### src/rtl/npc_pred_pkg.sv
// Shared next-PC op encodings plus the "does this op redirect fetch" helper.
// Latency: n/a (types and pure functions only).
// Backpressure: n/a.
package npc_pred_pkg;

    // Next-PC selector driven by decode and consumed in execute.
    typedef enum logic [1:0] {
        C_NPC_PC4  = 2'b00,
        C_NPC_JALR = 2'b01,
        C_NPC_B    = 2'b10,
        C_NPC_JAL  = 2'b11
    } npc_op_e;

    // True when the resolved instruction actually leaves the sequential path.
    function automatic logic npc_is_taken(input npc_op_e op, input logic br);
        return (op == C_NPC_JAL) || (op == C_NPC_JALR) || ((op == C_NPC_B) && br);
    endfunction

endpackage

### src/rtl/npc_pred_if.sv
// Fetch PC / prediction outputs and execute-stage resolution inputs of npc_pred.
// Latency: n/a (wiring only).
// Backpressure: stall_i holds fetch; redirect_o asks the pipe to flush.
interface npc_pred_if #(
    parameter int XLEN = 32
);
    import npc_pred_pkg::*;

    logic            stall_i;
    logic [XLEN-1:0] pc_o;
    logic [XLEN-1:0] pc4_o;
    logic [XLEN-1:0] pred_npc_o;
    logic            ex_valid_i;
    npc_op_e         ex_op_i;
    logic            ex_br_i;
    logic [XLEN-1:0] ex_pc_i;
    logic [XLEN-1:0] ex_offset_i;
    logic [XLEN-1:0] ex_rs_imm_i;
    logic [XLEN-1:0] ex_pred_npc_i;
    logic            redirect_o;

    // Pipeline side: drives stall and the execute-stage resolution.
    modport master (
        output stall_i, ex_valid_i, ex_op_i, ex_br_i, ex_pc_i,
               ex_offset_i, ex_rs_imm_i, ex_pred_npc_i,
        input  pc_o, pc4_o, pred_npc_o, redirect_o
    );

    // Next-PC generator side.
    modport slave (
        input  stall_i, ex_valid_i, ex_op_i, ex_br_i, ex_pc_i,
               ex_offset_i, ex_rs_imm_i, ex_pred_npc_i,
        output pc_o, pc4_o, pred_npc_o, redirect_o
    );

endinterface

### src/rtl/npc_btb.sv
// Direct-mapped branch target buffer: combinational lookup, clocked learn/unlearn.
// Latency: lookup 0 cycles; update visible the cycle after the write edge.
// Backpressure: none; a same-index read and write in one cycle returns the old entry.
module npc_btb #(
    parameter int XLEN  = 32,
    parameter int DEPTH = 16
) (
    input  logic            clk,
    input  logic            rst_n,
    input  logic [XLEN-1:0] lk_pc,
    output logic            lk_hit,
    output logic [XLEN-1:0] lk_target,
    input  logic            up_we,
    input  logic            up_inv,
    input  logic [XLEN-1:0] up_pc,
    input  logic [XLEN-1:0] up_target
);
    localparam int IDXW = $clog2(DEPTH);
    localparam int TAGW = XLEN - 2 - IDXW;

    typedef struct packed {
        logic [TAGW-1:0] tag;
        logic [XLEN-1:0] target;
    } btb_ent_t;

    logic [DEPTH-1:0] valid;
    btb_ent_t         ent [DEPTH];

    logic [IDXW-1:0] lk_idx, up_idx;
    logic [TAGW-1:0] lk_tag, up_tag;
    logic            up_hit;
    logic            unused_lsb;

    assign lk_idx     = lk_pc[IDXW+1:2];
    assign lk_tag     = lk_pc[XLEN-1:IDXW+2];
    assign up_idx     = up_pc[IDXW+1:2];
    assign up_tag     = up_pc[XLEN-1:IDXW+2];
    // Instructions are word aligned, so the byte offset carries no information.
    assign unused_lsb = ^{lk_pc[1:0], up_pc[1:0]};

    // Lookup and invalidate-qualifying tag compares read the pre-edge contents.
    always_comb begin
        lk_hit    = valid[lk_idx] && (ent[lk_idx].tag == lk_tag);
        lk_target = ent[lk_idx].target;
        up_hit    = valid[up_idx] && (ent[up_idx].tag == up_tag);
    end

    // Valid bits are the only state reset needs to clear.
    always_ff @(posedge clk or negedge rst_n) begin
        if (!rst_n) begin
            valid <= '0;
        end else if (up_we) begin
            valid[up_idx] <= 1'b1;
        end else if (up_inv && up_hit) begin
            valid[up_idx] <= 1'b0;
        end
    end

    // Tag/target payload; meaningless until its valid bit is set.
    always_ff @(posedge clk) begin
        if (up_we) begin
            ent[up_idx] <= '{tag: up_tag, target: up_target};
        end
    end

endmodule

### src/rtl/npc_pred.sv
// Fetch next-PC generator: holds fetch PC, predicts next PC, redirects on execute mismatch.
// Latency: pred/pc4/redirect combinational; pc_o updates at the next edge. BTB under NPC_BTB_EN.
// Backpressure: stall_i holds the PC unless a redirect is pending, which always wins.
module npc_pred
    import npc_pred_pkg::*;
#(
    parameter int              XLEN      = 32,
    parameter logic [XLEN-1:0] RESET_PC  = '0,
    parameter int              BTB_DEPTH = 16
) (
    input  logic      clk,
    input  logic      rst_n,
    npc_pred_if.slave io
);
    logic [XLEN-1:0] pc, pc4, pred_npc, act_npc, ex_pc4;
    logic            redirect;

    if ((BTB_DEPTH < 2) || ((BTB_DEPTH & (BTB_DEPTH - 1)) != 0)) begin : g_bad_depth
        $error("npc_pred: BTB_DEPTH must be a power of two >= 2");
    end

    assign pc4    = pc + XLEN'(4);
    assign ex_pc4 = io.ex_pc_i + XLEN'(4);

    // Architecturally correct successor of the execute-stage instruction.
    always_comb begin
        act_npc = ex_pc4;
        case (io.ex_op_i)
            C_NPC_PC4:  act_npc = ex_pc4;
            C_NPC_JALR: act_npc = io.ex_rs_imm_i & ~XLEN'(1);
            C_NPC_B:    act_npc = io.ex_br_i ? (io.ex_pc_i + io.ex_offset_i) : ex_pc4;
            C_NPC_JAL:  act_npc = io.ex_pc_i + io.ex_offset_i;
        endcase
    end

    assign redirect = io.ex_valid_i && (act_npc != io.ex_pred_npc_i);

`ifdef NPC_BTB_EN
    logic            btb_hit;
    logic [XLEN-1:0] btb_target;

    npc_btb #(
        .XLEN  (XLEN),
        .DEPTH (BTB_DEPTH)
    ) u_btb (
        .clk       (clk),
        .rst_n     (rst_n),
        .lk_pc     (pc),
        .lk_hit    (btb_hit),
        .lk_target (btb_target),
        .up_we     (io.ex_valid_i && npc_is_taken(io.ex_op_i, io.ex_br_i)),
        .up_inv    (io.ex_valid_i && (io.ex_op_i == C_NPC_B) && !io.ex_br_i),
        .up_pc     (io.ex_pc_i),
        .up_target (act_npc)
    );

    assign pred_npc = btb_hit ? btb_target : pc4;
`else
    assign pred_npc = pc4;
`endif

    // Fetch PC: redirect beats stall, otherwise follow the prediction.
    always_ff @(posedge clk or negedge rst_n) begin
        if (!rst_n) begin
            pc <= RESET_PC;
        end else if (redirect) begin
            pc <= act_npc;
        end else if (!io.stall_i) begin
            pc <= pred_npc;
        end
    end

    assign io.pc_o       = pc;
    assign io.pc4_o      = pc4;
    assign io.pred_npc_o = pred_npc;
    assign io.redirect_o = redirect;

endmodule
### src/flat_wrapper.sv
// flat-port wrapper written by rule: the top's interface ports become plain ports
module npc_pred_flat import npc_pred_pkg::*;
#(
    parameter int              XLEN      = 32,
    parameter logic [XLEN-1:0] RESET_PC  = '0,
    parameter int              BTB_DEPTH = 16
)
  (clk, rst_n, io_stall_i, io_ex_valid_i, io_ex_op_i, io_ex_br_i, io_ex_pc_i, io_ex_offset_i, io_ex_rs_imm_i, io_ex_pred_npc_i, io_pc_o, io_pc4_o, io_pred_npc_o, io_redirect_o);
  npc_pred_if #(.XLEN(XLEN)) io_i ();
  input  logic clk;
  input  logic rst_n;
  input wire logic [$bits(io_i.stall_i)-1:0] io_stall_i;
  input wire logic [$bits(io_i.ex_valid_i)-1:0] io_ex_valid_i;
  input wire logic [$bits(io_i.ex_op_i)-1:0] io_ex_op_i;
  input wire logic [$bits(io_i.ex_br_i)-1:0] io_ex_br_i;
  input wire logic [$bits(io_i.ex_pc_i)-1:0] io_ex_pc_i;
  input wire logic [$bits(io_i.ex_offset_i)-1:0] io_ex_offset_i;
  input wire logic [$bits(io_i.ex_rs_imm_i)-1:0] io_ex_rs_imm_i;
  input wire logic [$bits(io_i.ex_pred_npc_i)-1:0] io_ex_pred_npc_i;
  output wire logic [$bits(io_i.pc_o)-1:0] io_pc_o;
  output wire logic [$bits(io_i.pc4_o)-1:0] io_pc4_o;
  output wire logic [$bits(io_i.pred_npc_o)-1:0] io_pred_npc_o;
  output wire logic [$bits(io_i.redirect_o)-1:0] io_redirect_o;
  assign io_i.stall_i = io_stall_i;
  assign io_i.ex_valid_i = io_ex_valid_i;
  assign io_i.ex_op_i = io_ex_op_i;
  assign io_i.ex_br_i = io_ex_br_i;
  assign io_i.ex_pc_i = io_ex_pc_i;
  assign io_i.ex_offset_i = io_ex_offset_i;
  assign io_i.ex_rs_imm_i = io_ex_rs_imm_i;
  assign io_i.ex_pred_npc_i = io_ex_pred_npc_i;
  assign io_pc_o = io_i.pc_o;
  assign io_pc4_o = io_i.pc4_o;
  assign io_pred_npc_o = io_i.pred_npc_o;
  assign io_redirect_o = io_i.redirect_o;
  npc_pred #(.XLEN(XLEN), .RESET_PC(RESET_PC), .BTB_DEPTH(BTB_DEPTH)) u_core (.clk(clk), .rst_n(rst_n), .io(io_i));
endmodule
### config.mk
export PLATFORM = sky130hd
export DESIGN_NAME = npc_pred_flat
export DESIGN_NICKNAME = d
export VERILOG_FILES = /design/src/rtl/npc_pred_pkg.sv /design/src/rtl/npc_pred_if.sv /design/src/rtl/npc_btb.sv /design/src/rtl/npc_pred.sv /design/src/flat_wrapper.sv
export SDC_FILE = /design/constraint.sdc
export NUM_CORES = 1
export LEC_CHECK = 0
export BUFFER_PORTS_ARGS = -buffer_cell sky130_fd_sc_hd__buf_2
export CORE_UTILIZATION = 55
export DETAILED_ROUTE_END_ITERATION = 12
export PLACE_DENSITY = 0.95
export SLEW_MARGIN = 20
export SYNTH_ARGS = -nofsm -noshare
export SYNTH_HDL_FRONTEND = slang
export SYNTH_HIERARCHICAL = 1
export SYNTH_SLANG_ARGS = --single-unit
### constraint.sdc
create_clock -name clk -period 8.8 [get_ports clk]
set_input_delay 1.76 -clock clk [delete_from_list [all_inputs] [get_ports clk]]
set_output_delay 1.76 -clock clk [all_outputs]
set_load 0.005 [all_outputs]
==> results of run 1 <==
==> cells in the final DEF, fill, tap and decap left out, types with 29 or more instances in the layout <==
| master | Yosys | layout |
|---|---|---|
| o21ai_0 | 42 | 42 |
| buf_2 | 2 | 230 |
| mux2i_1 | 29 | 29 |
| dfrtp_1 | 32 | 32 |
| nor2_1 | 59 | 59 |
| xor2_1 | 47 | 47 |
| nand3_1 | 39 | 39 |
| ha_1 | 33 | 33 |
| xnor2_1 | 67 | 67 |
| a21oi_1 | 44 | 44 |
| nand2_1 | 87 | 87 |
==> worst max-delay path, delay by kind of cell <==
| family | cells | cell delay (ns) |
|---|---|---|
| compound gates | 7 | 2.60 |
| fa+ha+maj | 2 | 0.60 |
| simple gates | 2 | 0.40 |
| buf+inv | 4 | 0.37 |
| xor+xnor | 1 | 0.18 |
==> per-layer routing <==
metal / track usage, % / part of all wire (%) / vias to the layer above
met4: 15.4 / 3.7 / 0
met5: 0 / 0 / -
li1: - / - / 3350
met3: 3.40 / 9.9 / 70
met2: 60.0 / 47 / 455
met1: 45.0 / 39 / 3297
==> final cells by class <==
type | count | area, um2
repair buffers | 236 | 1200
fillers | 929 | 3380
clock buffers | 8 | 90.1
inverters | 21 | 78.8
flip-flops and latches | 32 | 801
well taps | 136 | 170
multi-input cells | 697 | 4750
==> cells by family (layout without fill, tap and decap cells) <==
group | count (synthesis) | count (layout) | synth area share, %
adder cells (fa/ha/maj) | 34 | 34 | 7.17
XOR/XNOR | 114 | 114 | 16.5
multiplexers | 39 | 39 | 6.67
flip-flops | 32 | 32 | 13.3
AO/OA/AOI/OAI | 203 | 203 | 23.1
buffers and inverters | 92 | 265 | 8.06
AND/OR/NAND/NOR | 307 | 307 | 25.2
==> through the flow <==
step | instances | setup slack (ns) | hold WS, ns
2_1_floorplan | 821 | 2.01 | 0.548
3_3_place_gp | 1122 | 1.41 | 0.539
3_5_place_dp | 1122 | 1.35 | 0.550
4_1_cts | 1130 | 1.30 | 0.559
5_1_grt | 1130 | 1.02 | 0.596
6_report | 1130 | 1.14 | 0.562
==> where the power goes <==
group / internal (uW) / switching (uW)
clock network: 63.7 / 46.9
logic: 232 / 284
registers: 178 / 51.6
total: 473 / 382
==> final timing paths <==
path                       cells after the start                        endpoint
setup / recovery                              16                   io_redirect_o
hold / removal                                 2   u_core/io.pc_o[0]$_DFFE_PN0P_
max in group asynchronous                      1   u_core/io.pc_o[2]$_DFFE_PN0P_
hold reg to reg                                2   u_core/io.pc_o[0]$_DFFE_PN0P_
min in group asynchronous                      1  u_core/io.pc_o[30]$_DFFE_PN0P_
setup reg to reg                              10  u_core/io.pc_o[29]$_DFFE_PN0P_
==> metrics.txt, run 1 <==
area share of the largest cell type after synthesis=between 10% and 20%; Syn Nets=990; design area=7090 um2; placed cell area=7000 um2; via/cell ratio=6.35; setup TNS=0 ns; Mapped Area=6040 um2; clk sink count=32; H-Tree Depth=2; largest vdd supply drop=95.7 uV; clk slew on worst S/H paths=0.06 ns; Clock Skew=0.00468 ns; top post-synthesis cells by count=nand2_1 (87), xnor2_1 (67), nor2_1 (59); Worst setup EP type=output pin; max_slew headroom=roughly 25%; count leader, synth=nand2_1; Syn Area/Cell=approximately 7.4 um2; Routed Antenna Nets=0; Core Box Area=10500 um2; final wirelength=20800 um; max FFs per register=32; Slew Viols, Final=0; die width=107 um; CTS buffer count=5; FP Rows=37; Leakage=0.00319 uW; fin util=approximately two thirds; EDFF count, synth=0; Buffers on Ports=between 200 and 250; die area=11400 um2; Reg-to-Reg Start=u_core/io.pc_o[4]$_DFFE_PN0P_; post-synthesis sequential area ratio=13.3%; Netlist cell types=between 60 and 70; Initial DRC Count=917; Pwr Total=855 uW; post-layout min period=7.66 ns; routability cong.=1.01; post-CTS setup buffers=0; vias=~7000; Max Cap Viol=0; Die Ht=107 um; Top FF cell, synth=dfrtp_1; layout cells sized above 1=about a quarter; area grow syn2layout=17.4%; Slowest cell on crit path=a311oi_1; TritonRoute pass-1 iters=5; Worst setup SP type=input pin; outcome=finished, final reports clean; Fmax=131 MHz; hold_buf cts=0; grt total ovfl=0; register bit count reported by yosys=32; detailed placement HPWL=16800 um; CP Class=in2out; antenna violations before repair=0; drc violations=0; vias in the first global route=about 6500; hold path startpoint=u_core/io.pc_o[0]$_DFFE_PN0P_; crit-path max FO=7; Data arrival, critical path=5.90 ns; fin nets=1162; critical path, cell by cell=buf_2, ha_1, inv_1, fa_1, nand2b_1, a211oi_2, o21ai_1, a21oi_1, a211oi_1, a311oi_1, xnor2_1, a2111oi_2, nand4_1, o41ai_4, inv_1, buf_2; PwrDens=121 nW/um2; critical path data required time=slightly above 7 ns; Final Setup Violations=0; Synth area leader=dfrtp_1; WL/cell=between 15 and 20 um; initial core utilization=57.7%; Synth area leaders=dfrtp_1 (13%), xnor2_1 (9.7%), ha_1 (6.8%); register-to-register setup slack=5.16 ns; root buf cell=clkbuf_8; final hold vios=0; fraction of registers with async set/reset=100%; Resized cells post-CTS=0; YS warnings=6; largest net degree at the start of global routing=33; first-pass GRT wire length=31800 um; io pins=232; RSZ-0062 raised after global routing=no; Clock Path Buffers=2; origin of the worst setup path=io_ex_pc_i[0]; Largest stage delay, worst path=between 0.6 and 0.7 ns; Slew @ Worst Pin=1.12 ns; Post-Syn Instances=821; GRT Resource Usage Total=35.2%; ant diodes=0; fin crit share=87.0%; Worst-Skew Late Latency=0.27 ns; TritonCTS clock tree=yes; Min-Delay Path Class=reg2reg
(Power assumes the default switching activity.)
==> run 2: changes to the inputs <==
ABC_AREA = 0   (was default)
RECOVER_POWER = 25   (was default)
==> run 2 against run 1 <==
Effect of this change:
- the run now ends with capacitance limit, slew limit left
- clock skew decreased by 0.00084 ns
- worst setup slack improved by 0.031 ns
- fmax increased by 0.40%
- via count decreased by 0.81%
- count of clock-buffer cells in the layout unchanged
- sequential power about the same
- sequential cell count unchanged
- hold slack improved by 0.0025 ns
==> metrics.txt, run 2 (synthesis gave the netlist of run 1 again) <==
root buf cell=clkbuf_8; Slowest cell on crit path=a311oi_1; FF/Latch Area=801 um2 (unchanged); max FFs per register=32 (unchanged); outcome=finished with violations; antenna violations before repair=0 (unchanged); Buffers on Ports=230 (unchanged); crit-path max FO=7 (unchanged); Resized cells post-CTS=0 (unchanged); Clk network pwr share=12.9% (about the same); Min-Delay Path Class=reg2reg; Routed Antenna Nets=0 (unchanged); Clock Path Buffers=2 (unchanged); critical path, cell by cell=buf_2, ha_1, inv_1, fa_1, nand2b_1, a211oi_2, o21ai_1, a21oi_1, a211oi_1, a311oi_1, xnor2_1, a2111oi_2, nand4_1, o41ai_4, inv_1, buf_2; Data arrival, critical path=5.87 ns (-0.03 ns); PwrDens=121 nW/um2 (-0.13%); FP Rows=37 (unchanged); Die Ht=107 um (unchanged); CP Class=in2out; via/cell ratio=6.30 (-0.81%); Slew @ Worst Pin=1.64 ns (+0.521 ns); Clock Skew=0.00385 ns (-0.000839 ns); Max Cap Viol=1 (+1); die area=11400 um2 (unchanged); CTS buffer count=5 (unchanged); TritonCTS clock tree=yes; fin nets=1162 (unchanged); routability cong.=1.01 (unchanged); Worst-Skew Late Latency=0.27 ns (about the same); clk sink count=32 (unchanged); Worst setup EP type=output pin; reg-to-reg critical path endpoint=u_core/io.pc_o[29]$_DFFE_PN0P_; vias=7114 (-0.81%); largest vdd supply drop=94.6 uV (-1.1%); failing checks=capacitance limit, slew limit; H-Tree Depth=2 (unchanged); switching share of power=44.7% (about the same); area grow syn2layout=17.3% (about the same); drc violations=0 (unchanged); critical path data required time=7.04 ns (about the same); largest net degree at the start of global routing=33 (unchanged); initial core utilization=57.7% (unchanged); most frequent cells in the layout=buf_2 (225), nand2_1 (87), xnor2_1 (67), nor2_1 (59), xor2_1 (47); register-to-register setup slack=5.14 ns (-0.02 ns); crit path to=io_redirect_o; RSZ-0062 raised after global routing=no; Final Setup Violations=0 (unchanged); vias in the first global route=6467 (unchanged); fill count=933 (+0.43%); Reg power frac=26.9% (about the same); io pins=232 (unchanged); detailed placement HPWL=16800 um (unchanged); fin crit share=86.7% (-0.35 points); combinational share of power=60.2% (about the same); TritonRoute pass-1 iters=5 (unchanged); final wirelength=20800 um (-0.17%); commonest non-fill, non-tap cell in the layout=buf_2; grt total ovfl=0 (unchanged); Multi-input gate area=4750 um2 (unchanged); fin util=67.7% (about the same); Slew Viols, Final=33 (+33); GRT Resource Usage Total=35.2% (unchanged); ant diodes=0 (unchanged); Largest stage delay, worst path=0.67 ns (-0.02 ns); hold_buf cts=0 (unchanged); Initial DRC Count=951 (+3.7%); setup TNS=0 ns (unchanged); Reg-to-Reg Start=u_core/io.pc_o[2]$_DFFE_PN0P_; worst-case reg-to-reg path depth=10 (unchanged); Core Box Area=10500 um2 (unchanged); post-layout min period=7.63 ns (-0.0308 ns); Leakage=0.00318 uW (-0.45%); clk slew on worst S/H paths=0.06 ns (about the same); WL/cell=18.4 um (-0.17%); hold_ws=0.565 ns (+0.00252 ns); Worst setup SP type=input pin; first-pass GRT wire length=31800 um (unchanged); origin of the worst setup path=io_ex_pc_i[0]; final hold vios=0 (unchanged); max_slew headroom=-9.12% (-34 points); Net Sw Power=381 uW (-0.28%); die width=107 um (unchanged); post-CTS setup buffers=0 (unchanged); Fmax=131 MHz (+0.40%); layout cells sized above 1=25.4% (-0.50 points); Pint=472 uW (-0.17%)
[run 2: cell types whose count changed in the layout (fill, tap and decap cells not counted)]
cell,delta
buf_2,-5
clkbuf_1,+5
[run 2: stage by stage]
stage	cells	total power (uW)	worst slack (ns)	cell area [um2]
detailed placement	1122	733	1.35	7000
floorplan	821	569	2.01	6040
global placement	1122	719	1.41	7000
finish	1130	853	1.17	7080
CTS	1130	846	1.30	7090
global route	1130	912	1.02	7080
[run 2: final cells by class]
| cell class | count | share of cell area, % |
|---|---|---|
| inverter | 21 | 1.11 |
| multi-input combinational | 697 | 67.1 |
| timing repair buffer | 236 | 16.8 |
| tap | 136 | 2.40 |
| sequential | 32 | 11.3 |
| clock buffer | 8 | 1.27 |
[run 2: per-layer routing]
metal  track usage (%)  wire [um]  vias to the layer above
met2              60.0       9790                      431
met3              3.40       1990                       59
met4              15.4        761                        0
met1              45.0       8240                     3278
li1                  -          -                     3346
met5                 0          0                        -
[run 2: power groups by stage]
stage	registers (uW)	logic, uW	clock network, uW
6_report	229	514	110
5_1_grt	234	559	119
4_1_cts	228	506	112
3_5_place_dp	230	503	0
3_3_place_gp	228	491	0
2_1_floorplan	220	348	0
[run 2: worst min path at each step]
stage | cells past startpoint | from | end
finish | 2 | u_core/io.pc_o[0]$_DFFE_PN0P_ | u_core/io.pc_o[0]$_DFFE_PN0P_
CTS | 2 | u_core/io.pc_o[0]$_DFFE_PN0P_ | u_core/io.pc_o[0]$_DFFE_PN0P_
detailed placement | 2 | u_core/io.pc_o[0]$_DFFE_PN0P_ | u_core/io.pc_o[0]$_DFFE_PN0P_
global placement | 2 | u_core/io.pc_o[1]$_DFFE_PN0P_ | u_core/io.pc_o[1]$_DFFE_PN0P_
floorplan | 2 | u_core/io.pc_o[0]$_DFFE_PN0P_ | u_core/io.pc_o[0]$_DFFE_PN0P_
global route | 2 | u_core/io.pc_o[0]$_DFFE_PN0P_ | u_core/io.pc_o[0]$_DFFE_PN0P_
[run 2: critical path, delay by kind of cell]
| family | cells | cell delay (ns) |
|---|---|---|
| compound gates | 7 | 2.56 |
| fa+ha+maj | 2 | 0.61 |
| simple gates | 2 | 0.40 |
| buf+inv | 4 | 0.37 |
| xor+xnor | 1 | 0.18 |
==> run 3: changes to the inputs <==
==> constraint.sdc (replaced) <==
create_clock -name clk -period 8.8 [get_ports clk]
set_input_delay 2.2 -clock clk [delete_from_list [all_inputs] [get_ports clk]]
set_output_delay 2.2 -clock clk [all_outputs]
set_load 0.005 [all_outputs]
==> run 3 against run 2 <==
Effect of this change:
- the run still ends with capacitance limit, slew limit left
- sequential share of layout area shrank 0.095 points
- clock skew grew 0.0010 ns
- first-iteration DRC count shrank 5.3%
- fmax shrank 9.1%
- sequential cell count is the same
- utilization grew 0.57 points
- global-route usage grew 1.1 points
- clock power grew 8%
- critical path type unchanged
==> metrics.txt, run 3 (synthesis gave the netlist of run 1 again) <==
vias=7269 (+2.2%); vias in the first global route=6632 (+2.6%); grt total ovfl=0 (unchanged); Worst setup SP type=input pin; Hold EP=u_core/io.pc_o[0]$_DFFE_PN0P_; RSZ-0062 raised after global routing=no; origin of the worst setup path=io_ex_pc_i[0]; Routed Antenna Nets=0 (unchanged); hold_buf cts=0 (unchanged); max_slew headroom=-10.7% (-1.5 points); worst-case reg-to-reg path depth=11 (+1); reg-to-reg critical path endpoint=u_core/io.pc_o[28]$_DFFE_PN0P_; PwrDens=122 nW/um2 (+1.2%); antenna violations before repair=0 (unchanged); TritonRoute pass-1 iters=7 (+2); register-to-register setup slack=5.33 ns (+0.19 ns); fin crit share=95.4% (+8.7 points); setup TNS=0 ns (unchanged); Hold Path Stages=2 (unchanged); Reg-to-Reg Start=u_core/io.pc_o[2]$_DFFE_PN0P_; Initial DRC Count=901 (-5.3%); initial core utilization=57.7% (unchanged); GRT Resource Usage Total=36.3% (+1.1 points); WP buf/inv=4 (unchanged); outcome=finished with violations; Data arrival, critical path=6.19 ns (+0.32 ns); largest vdd supply drop=87.7 uV (-7.3%); Multi-input gate area=4750 um2 (unchanged); TritonCTS clock tree=yes; Max Cap Viol=1 (unchanged); Setup WS pre-CTS=0.541 ns (-0.806 ns); die area=11400 um2 (unchanged); Fmax=119 MHz (-9.1%); layout cells sized above 1=26.1% (+0.75 points); Worst setup EP type=output pin; largest net degree at the start of global routing=33 (unchanged); H-Tree Depth=2 (unchanged); clk slew on worst S/H paths=0.06 ns (about the same); ant diodes=0 (unchanged); clk sink count=32 (unchanged); Die Ht=107 um (unchanged); critical path, cell by cell=buf_2, ha_1, inv_1, fa_1, nand2b_1, a211oi_2, nor3_1, o31ai_1, xnor2_1, nand4_1, a2111o_1, nor4_1, nand4_1, o41ai_4, inv_1, buf_2; post-CTS setup buffers=0 (unchanged); via/cell ratio=6.40 (+1.6%); Buffers on Ports=230 (unchanged); crit-path max FO=7 (unchanged); post-layout min period=8.39 ns (+0.765 ns); CP top delay family=compound AO/OA/AOI/OAI gates; root buf cell=clkbuf_8; Leakage=0.00322 uW (+1.3%); most frequent cells in the layout=buf_2 (226), nand2_1 (87), xnor2_1 (67), nor2_1 (59), xor2_1 (47); Clock Path Buffers=2 (unchanged); Resized cells post-CTS=0 (unchanged); detailed placement HPWL=17000 um (+1.1%); io pins=232 (unchanged); Min-Delay Path Class=reg2reg; Clock Skew=0.00487 ns (+0.00102 ns); area grow syn2layout=18.3%; fill count=933 (unchanged); hold path startpoint=u_core/io.pc_o[0]$_DFFE_PN0P_; CTS buffer count=5 (unchanged); Worst-Skew Late Latency=0.28 ns (about the same); fin nets=1169 (+0.60%); failing checks=capacitance limit, slew limit; critical path data required time=6.60 ns (-0.44 ns); Slowest cell on crit path=o31ai_1; die width=107 um (unchanged); drc violations=0 (unchanged); final wirelength=21200 um (+1.8%); Final Setup Violations=0 (unchanged); Slew Viols, Final=33 (unchanged); CP Class=in2out; first-pass GRT wire length=33000 um (+3.8%); Core Box Area=10500 um2 (unchanged); Setup WS post-layout=0.407 ns (-0.765 ns); final hold vios=0 (unchanged); WL/cell=18.6 um (+1.3%); fin util=68.2% (+0.57 points); FP Rows=37 (unchanged); FF/Latch Area=801 um2 (unchanged); commonest non-fill, non-tap cell in the layout=buf_2; max FFs per register=32 (unchanged); Slew @ Worst Pin=1.66 ns (+0.0230 ns); routability cong.=1.04 (+3.5%); Largest stage delay, worst path=0.51 ns (-0.16 ns)
run 3: worst max path at each step:
| stage | end | slack, ns | cells after the start |
|---|---|---|---|
| global placement | io_redirect_o | 0.58 | 17 |
| CTS | io_redirect_o | 0.53 | 16 |
| floorplan | io_redirect_o | 1.13 | 15 |
| detailed placement | io_redirect_o | 0.54 | 16 |
| finish | io_redirect_o | 0.41 | 16 |
| global route | io_redirect_o | 0.28 | 16 |
run 3: area by class of cell:
cell class | count | area share (%)
inverters | 21 | 1.10
multi-input cells | 697 | 66.5
well taps | 136 | 2.38
repair buffers | 243 | 17.4
flip-flops and latches | 32 | 11.2
clock buffers | 7 | 1.35
run 3: stage by stage:
stage	std cells	cell area (um2)	total power, uW	hold WS [ns]
final	1136	7140	871	0.560
after global routing	1136	7140	928	0.598
after CTS	1136	7150	862	0.560
after detailed placement	1129	7050	740	0.549
after global placement	1129	7050	723	0.539
after floorplan	821	6040	569	0.548
run 3: where the power goes:
group	internal (uW)	switching (uW)
Combinational	234	288
Clock	69.5	49.5
Sequential	178	52.0
run 3: worst min-delay path: stages, from the launching register on:
cell     delay [ns]
dfrtp_1        0.40
inv_1          0.06
mux2i_1        0.06
run 3: routing by layer:
metal,track usage (%),routed length [um],vias up,share of wire [%]
met2,61.2,9800,488,46
met4,15.5,812,0,3.8
met5,0,0,-,0
met1,46.6,8410,3353,40
li1,-,-,3354,-
met3,4.56,2130,74,10
